**src/rtl/instr_encoder_if.sv**
```systemverilog
// ------------------------------------------------------------------
// instr_encoder_if : bundle-in / memory-write-out bus of instr_encoder
// Rev 1.0
// ------------------------------------------------------------------
`default_nettype none

interface instr_encoder_if;
  logic        start;
  logic        in_valid;
  logic        in_ready;
  logic        kind;
  logic [4:0]  rd;
  logic [4:0]  rs1;
  logic [4:0]  rs2;
  logic [12:0] imm;
  logic        last;
  logic        wr_en;
  logic        wr_ready;
  logic [7:0]  wr_addr;
  logic [31:0] wr_data;
  logic        done;
  logic        full;
  logic        err;
  logic [8:0]  count;

  modport master (
    output start, in_valid, kind, rd, rs1, rs2, imm, last, wr_ready,
    input  in_ready, wr_en, wr_addr, wr_data, done, full, err, count
  );

  modport slave (
    input  start, in_valid, kind, rd, rs1, rs2, imm, last, wr_ready,
    output in_ready, wr_en, wr_addr, wr_data, done, full, err, count
  );
endinterface

`default_nettype wire

```
**src/rtl/instr_encoder.sv**
```systemverilog
// ------------------------------------------------------------------
// instr_encoder : encodes addi/bne bundles into RV32I words for imem load
// Rev 1.0
// ------------------------------------------------------------------
`default_nettype none

module instr_encoder (
  input  logic           clk,
  input  logic           rst_n,
  instr_encoder_if.slave bus
);

  typedef enum logic [1:0] {
    IDLE = 2'd0,
    RUN  = 2'd1,
    DONE = 2'd2
  } state_t;

  state_t      state;
  state_t      state_next;

  logic        pend_valid;
  logic        pend_last;
  logic [7:0]  addr;
  logic [31:0] data;
  logic [8:0]  word_count;
  logic        err_flag;
  logic        full_flag;

  logic        in_ready;
  logic        accept;
  logic        complete;
  logic        term_pending;
  logic        illegal;
  logic [31:0] enc;

  // A pending write that ends the session (last or top address) blocks intake.
  always_comb begin
    state_next   = state;
    complete     = pend_valid && bus.wr_ready;
    term_pending = pend_valid && (pend_last || addr == 8'hFF);
    in_ready     = (state == RUN) && !term_pending && (!pend_valid || bus.wr_ready);
    accept       = in_ready && bus.in_valid;
    illegal      = bus.kind ? bus.imm[0] : (bus.imm[12] != bus.imm[11]);
    enc          = bus.kind
                 ? {bus.imm[12], bus.imm[10:5], bus.rs2, bus.rs1, 3'b001,
                    bus.imm[4:1], bus.imm[11], 7'b1100011}
                 : {bus.imm[11:0], bus.rs1, 3'b000, bus.rd, 7'b0010011};
    case (state)
      IDLE, DONE: begin
        if (bus.start) state_next = RUN;
      end
      RUN: begin
        if (complete && term_pending)
          state_next = DONE;
        else if (accept && illegal && bus.last)
          state_next = DONE;
      end
      default: state_next = IDLE;
    endcase
  end

  always_ff @(posedge clk or negedge rst_n) begin
    if (!rst_n) state <= IDLE;
    else        state <= state_next;
  end

  always_ff @(posedge clk or negedge rst_n) begin
    if (!rst_n) begin
      pend_valid <= 1'b0;
      pend_last  <= 1'b0;
      addr       <= 8'd0;
      data       <= 32'd0;
      word_count <= 9'd0;
      err_flag   <= 1'b0;
      full_flag  <= 1'b0;
    end else if (state != RUN) begin
      if (bus.start) begin
        addr       <= 8'd0;
        word_count <= 9'd0;
        err_flag   <= 1'b0;
        full_flag  <= 1'b0;
      end
    end else begin
      if (complete) begin
        pend_valid <= 1'b0;
        addr       <= addr + 8'd1;
        word_count <= word_count + 9'd1;
        if (addr == 8'hFF) full_flag <= 1'b1;
      end
      // Illegal bundles are consumed but never reach the memory side.
      if (accept) begin
        if (illegal) begin
          err_flag <= 1'b1;
        end else begin
          pend_valid <= 1'b1;
          pend_last  <= bus.last;
          data       <= enc;
        end
      end
    end
  end

  assign bus.in_ready = in_ready;
  assign bus.wr_en    = pend_valid;
  assign bus.wr_addr  = addr;
  assign bus.wr_data  = data;
  assign bus.count    = word_count;
  assign bus.err      = err_flag;
  assign bus.full     = full_flag;
  assign bus.done     = (state == DONE);

endmodule

`default_nettype wire

```
**src/flat_wrapper.sv**
```systemverilog
// flat-port wrapper written by rule: the top's interface ports become plain ports
module instr_encoder_flat 
  (clk, rst_n, bus_start, bus_in_valid, bus_kind, bus_rd, bus_rs1, bus_rs2, bus_imm, bus_last, bus_wr_ready, bus_in_ready, bus_wr_en, bus_wr_addr, bus_wr_data, bus_done, bus_full, bus_err, bus_count);
  instr_encoder_if bus_i ();
  input  logic clk;
  input  logic rst_n;
  input wire logic [$bits(bus_i.start)-1:0] bus_start;
  input wire logic [$bits(bus_i.in_valid)-1:0] bus_in_valid;
  input wire logic [$bits(bus_i.kind)-1:0] bus_kind;
  input wire logic [$bits(bus_i.rd)-1:0] bus_rd;
  input wire logic [$bits(bus_i.rs1)-1:0] bus_rs1;
  input wire logic [$bits(bus_i.rs2)-1:0] bus_rs2;
  input wire logic [$bits(bus_i.imm)-1:0] bus_imm;
  input wire logic [$bits(bus_i.last)-1:0] bus_last;
  input wire logic [$bits(bus_i.wr_ready)-1:0] bus_wr_ready;
  output wire logic [$bits(bus_i.in_ready)-1:0] bus_in_ready;
  output wire logic [$bits(bus_i.wr_en)-1:0] bus_wr_en;
  output wire logic [$bits(bus_i.wr_addr)-1:0] bus_wr_addr;
  output wire logic [$bits(bus_i.wr_data)-1:0] bus_wr_data;
  output wire logic [$bits(bus_i.done)-1:0] bus_done;
  output wire logic [$bits(bus_i.full)-1:0] bus_full;
  output wire logic [$bits(bus_i.err)-1:0] bus_err;
  output wire logic [$bits(bus_i.count)-1:0] bus_count;
  assign bus_i.start = bus_start;
  assign bus_i.in_valid = bus_in_valid;
  assign bus_i.kind = bus_kind;
  assign bus_i.rd = bus_rd;
  assign bus_i.rs1 = bus_rs1;
  assign bus_i.rs2 = bus_rs2;
  assign bus_i.imm = bus_imm;
  assign bus_i.last = bus_last;
  assign bus_i.wr_ready = bus_wr_ready;
  assign bus_in_ready = bus_i.in_ready;
  assign bus_wr_en = bus_i.wr_en;
  assign bus_wr_addr = bus_i.wr_addr;
  assign bus_wr_data = bus_i.wr_data;
  assign bus_done = bus_i.done;
  assign bus_full = bus_i.full;
  assign bus_err = bus_i.err;
  assign bus_count = bus_i.count;
  instr_encoder u_core (.clk(clk), .rst_n(rst_n), .bus(bus_i));
endmodule
```
**config.mk**
```make
export PLATFORM = sky130hd
export DESIGN_NAME = instr_encoder_flat
export DESIGN_NICKNAME = d
export VERILOG_FILES = /design/src/rtl/instr_encoder_if.sv /design/src/rtl/instr_encoder.sv /design/src/flat_wrapper.sv
export SDC_FILE = /design/constraint.sdc
export NUM_CORES = 1
export LEC_CHECK = 0
export CORE_ASPECT_RATIO = 1.4
export CORE_UTILIZATION = 39
export CTS_CLUSTER_DIAMETER = 40
export DETAILED_ROUTE_END_ITERATION = 10
export GPL_ROUTABILITY_DRIVEN = 0
export GPL_TIMING_DRIVEN = 0
export HOLD_SLACK_MARGIN = 0.03
export PLACE_DENSITY_LB_ADDON = 0.2
export SETUP_SLACK_MARGIN = 0.15
export SYNTH_ARGS = -nofsm -noshare
export SYNTH_HDL_FRONTEND = slang
export SYNTH_SLANG_ARGS = --single-unit
```
**constraint.sdc**
```tcl
create_clock -name clk -period 2.2 [get_ports clk]
set_clock_uncertainty 0.1 [all_clocks]
set_input_delay 0.44 -clock clk [delete_from_list [all_inputs] [get_ports clk]]
set_output_delay 0.44 -clock clk [all_outputs]
set_load 0.02 [all_outputs]
```
==> results.toml <==
[cts]
cts_max_path_buffers = 2
cts.sinks = 48
cts_buffers = 5
clk_pin_slew_ns = 0.09
insertion_delay_ns = 0.30
cts_tree = "built"
cts-htree-levels = 2
cts-root-buf = "clkbuf_8"

[finish]
layout.nets = 348
diodes = 0
drive_gt1_share_pct = 20.8
final_cell_count_no_fill = 380
syn_to_final_growth_pct = 58.0
multi_input_area_mm2 = 0.00103
register_area_mm2 = 0.00120
final.fill_count = 471

[timing]
slew_viol_final = 0
fmax_ghz = 0.465
setup-tns-final_ns = 0
fin_ws_ns = 0.0515
rsz0062_at_grt = "yes"
hold_viol = 0
min_period_ns = 2.15
post-route-period-util_pct = 97.7
setup_viol = 0

[critical_path]
reg2reg_to = "u_core.bus.wr_data[16]"
crit_required_ns = 1.66
cp-endpoint = "bus_in_ready"
rrSetupSlack_ns = 0.05
end_kind = "primary output"
worstPathArrival_ns = 1.61
worstSetupPathType = "flop to primary output"
startpoint_type = "flop"
r2r_cells = 8
path_max_fanout = 2
crit_start = "u_core.bus.wr_addr[0]"
r2r-start = "u_core.bus.wr_addr[0]"

[global_route]
grt_use_met1_pct = 23.2
grt_pass1_vias = 1901
grt_remaining_overflow = 0
met3_usage_pct = 5.35
grt_max_degree = 31
gr-usage-all-layers_pct = 19.3
antenna_found_initial = 0
grt_use_met2_pct = 32.3
grt_pass1_wl_mm = 8.98
gr-max-usage-layer = "met2"

[yosys]
synth.largest_area_cell = "dfrtp_1"
syn_inst = 205
synth_top_area_share_pct = 53.3
synth_cell_types = 37
async_flop_share_pct = 100
ys_seq_area_share_pct = 53.3
synth_common_cells = "48 x dfrtp_1, 20 x nor2_1, 19 x nand2_1"
synth_area_per_cell_um2 = 11.0
synth_area_leaders = "dfrtp_1 53%, mux2_2 6.0%, a221o_1 4.4%"
synth.most_common_cell = "dfrtp_1"
syn-cell-area_mm2 = 0.00225
yosys_warnings = 0
synth_edf_count = 0
synth_ff_type = "dfrtp_1"
ys_ff_latch = 48

[route]
ant_nets = 0
drt_wl_total_mm = 5.58
dr.pass1.iters = 4
vias = 1926
drc = 0
drtIter0Drc = 116
routed_via_density = 5.07
post_drt_wl_per_cell_um = 14.7

[power_and_ir_drop]
pwr-share-seq_pct = 34.2
switching_share_pct = 35.2
internal-power_w = 0.00257
switchingPower_w = 0.00139
power.share.clock_pct = 16.0
leakagePower_nw = 1.61
power.density_mw_per_mm2 = 1110
p_comb_share_pct = 49.8
peakVddDrop_v = 0.000687

[floorplanning]
ios = 89
die_h_um = 91.9
die_width_um = 66.2
die_area_mm2 = 0.00609
core_area_mm2 = 0.00553
start_util_pct = 40.8
rows = 32

[placed_design]
place_ws_ns = -0.313
dp.cells = 361
io_buffers = 84
hpwl_mm = 3.87

[job]
maxCapViolCount = 0

[outcome]
status = "finished clean"

[worst_hold_path]
hp-class = "flop to flop"
-- routing by layer --
layer / vias up / wire [um]
met5: - / 0
met4: 0 / 108
met3: 11 / 353
met2: 66 / 2870
met1: 926 / 2250
li1: 923 / -
-- sequential cells by signal, summed over array words and instances (netlist names) --
| signal | cells |
|---|---|
| u_core.bus.full | 1 |
| u_core.pend_last | 1 |
| u_core.bus.wr_addr | 8 |
| u_core.bus.wr_data | 25 |
| u_core.bus.count | 9 |
| u_core.bus.err | 1 |
| u_core.state | 2 |
| u_core.bus.wr_en | 1 |
-- worst min-delay path by stage --
| stage | from | to | cells past startpoint |
|---|---|---|---|
| 2_1_floorplan | rst_n | u_core.bus.count[0] | 0 |
| 3_3_place_gp | u_core.bus.wr_data[1] | u_core.bus.wr_data[1] | 1 |
| 3_5_place_dp | rst_n | u_core.bus.wr_addr[2] | 1 |
| 4_1_cts | u_core.bus.wr_data[1] | u_core.bus.wr_data[1] | 1 |
| 5_1_grt | u_core.bus.wr_data[22] | u_core.bus.wr_data[22] | 1 |
| 6_report | u_core.bus.wr_data[1] | u_core.bus.wr_data[1] | 1 |
-- placed cells by master (no fill, tap or decap), types with 2 or more instances in the layout --
cell and instances:
a21oi_1 6, a221o_1 10, and2_4 2, and3_1 6, and3_2 3, and3_4 3
buf_12 2, buf_2 3, buf_4 12, buf_6 8, clkbuf_1 3, clkbuf_8 5
clkdlybuf4s50_1 80, conb_1 4, dfrtp_1 46, dfrtp_2 2, dlygate4sd2_1 2, inv_1 6
mux2_4 12, nand2_1 19, nand2b_1 3, nand3_1 4, nand4_1 4, nor2_1 19
nor2b_1 2, nor4b_1 3, o21ai_0 6, or3_1 2, xnor2_1 7, xor2_1 5
-- critical path, cell delays in order, from the launching register on --
cell and delay (ns):
dfrtp_2 0.40, ha_4 0.14, nand4_1 0.11, or3_4 0.40, and2_4 0.15, buf_6 0.12
-- power by group through the flow --
stage	Clock [W]	Combinational, W	Sequential, W
6_report	0.000633	0.00197	0.00135
3_3_place_gp	0	0.00176	0.00136
3_5_place_dp	0	0.00178	0.00137
2_1_floorplan	0	0.000673	0.00166
5_1_grt	0.000684	0.00210	0.00139
4_1_cts	0.000651	0.00197	0.00135
-- what timing repair did --
| item | 4_1_cts | 5_1_grt |
|---|---|---|
| endpoints found under the setup margin | 35 | 32 |
| pin swaps | 2 | 0 |
| hold buffers | 1 | 0 |
| cloned | 3 | 0 |
| endpoints found under the hold margin | 18 | 0 |
| gates resized for setup | 27 | 7 |
| buffers inserted | 7 | 0 |
-- area by class of cell --
cell class                      instances  area share (%)
Inverter                                6           0.633
Buffer                                 16            3.66
Sequential cell                        48            33.8
Timing Repair Buffer                   96            27.6
Tap cell                               68            2.39
Clock buffer                            6            2.04
Multi-Input combinational cell        138            28.9
Clock inverter                          2           0.984
-- cell families after synthesis --
family / Yosys count / share of synthesized area [%]
AND/OR/NAND/NOR: 79 / 18.5
flip-flops: 48 / 53.3
AO/OA/AOI/OAI: 29 / 9.88
buffers and inverters: 22 / 6.33
XOR/XNOR: 12 / 4.66
multiplexers: 12 / 6.00
adder cells (fa/ha/maj): 2 / 1.11
other: 1 / 0.166
-- per-stage QoR --
step,power [W],cell area [um2],hold slack (ns),util (%)
after floorplan,0.00233,2300,0.0444,-
after global placement,0.00312,3230,0.383,58.4
after detailed placement,0.00315,3240,0.319,58.7
after CTS,0.00398,3530,0.416,63.8
after global routing,0.00417,3560,0.427,64.4
final,0.00396,3560,0.409,64.4
(Power assumes the default switching activity.)
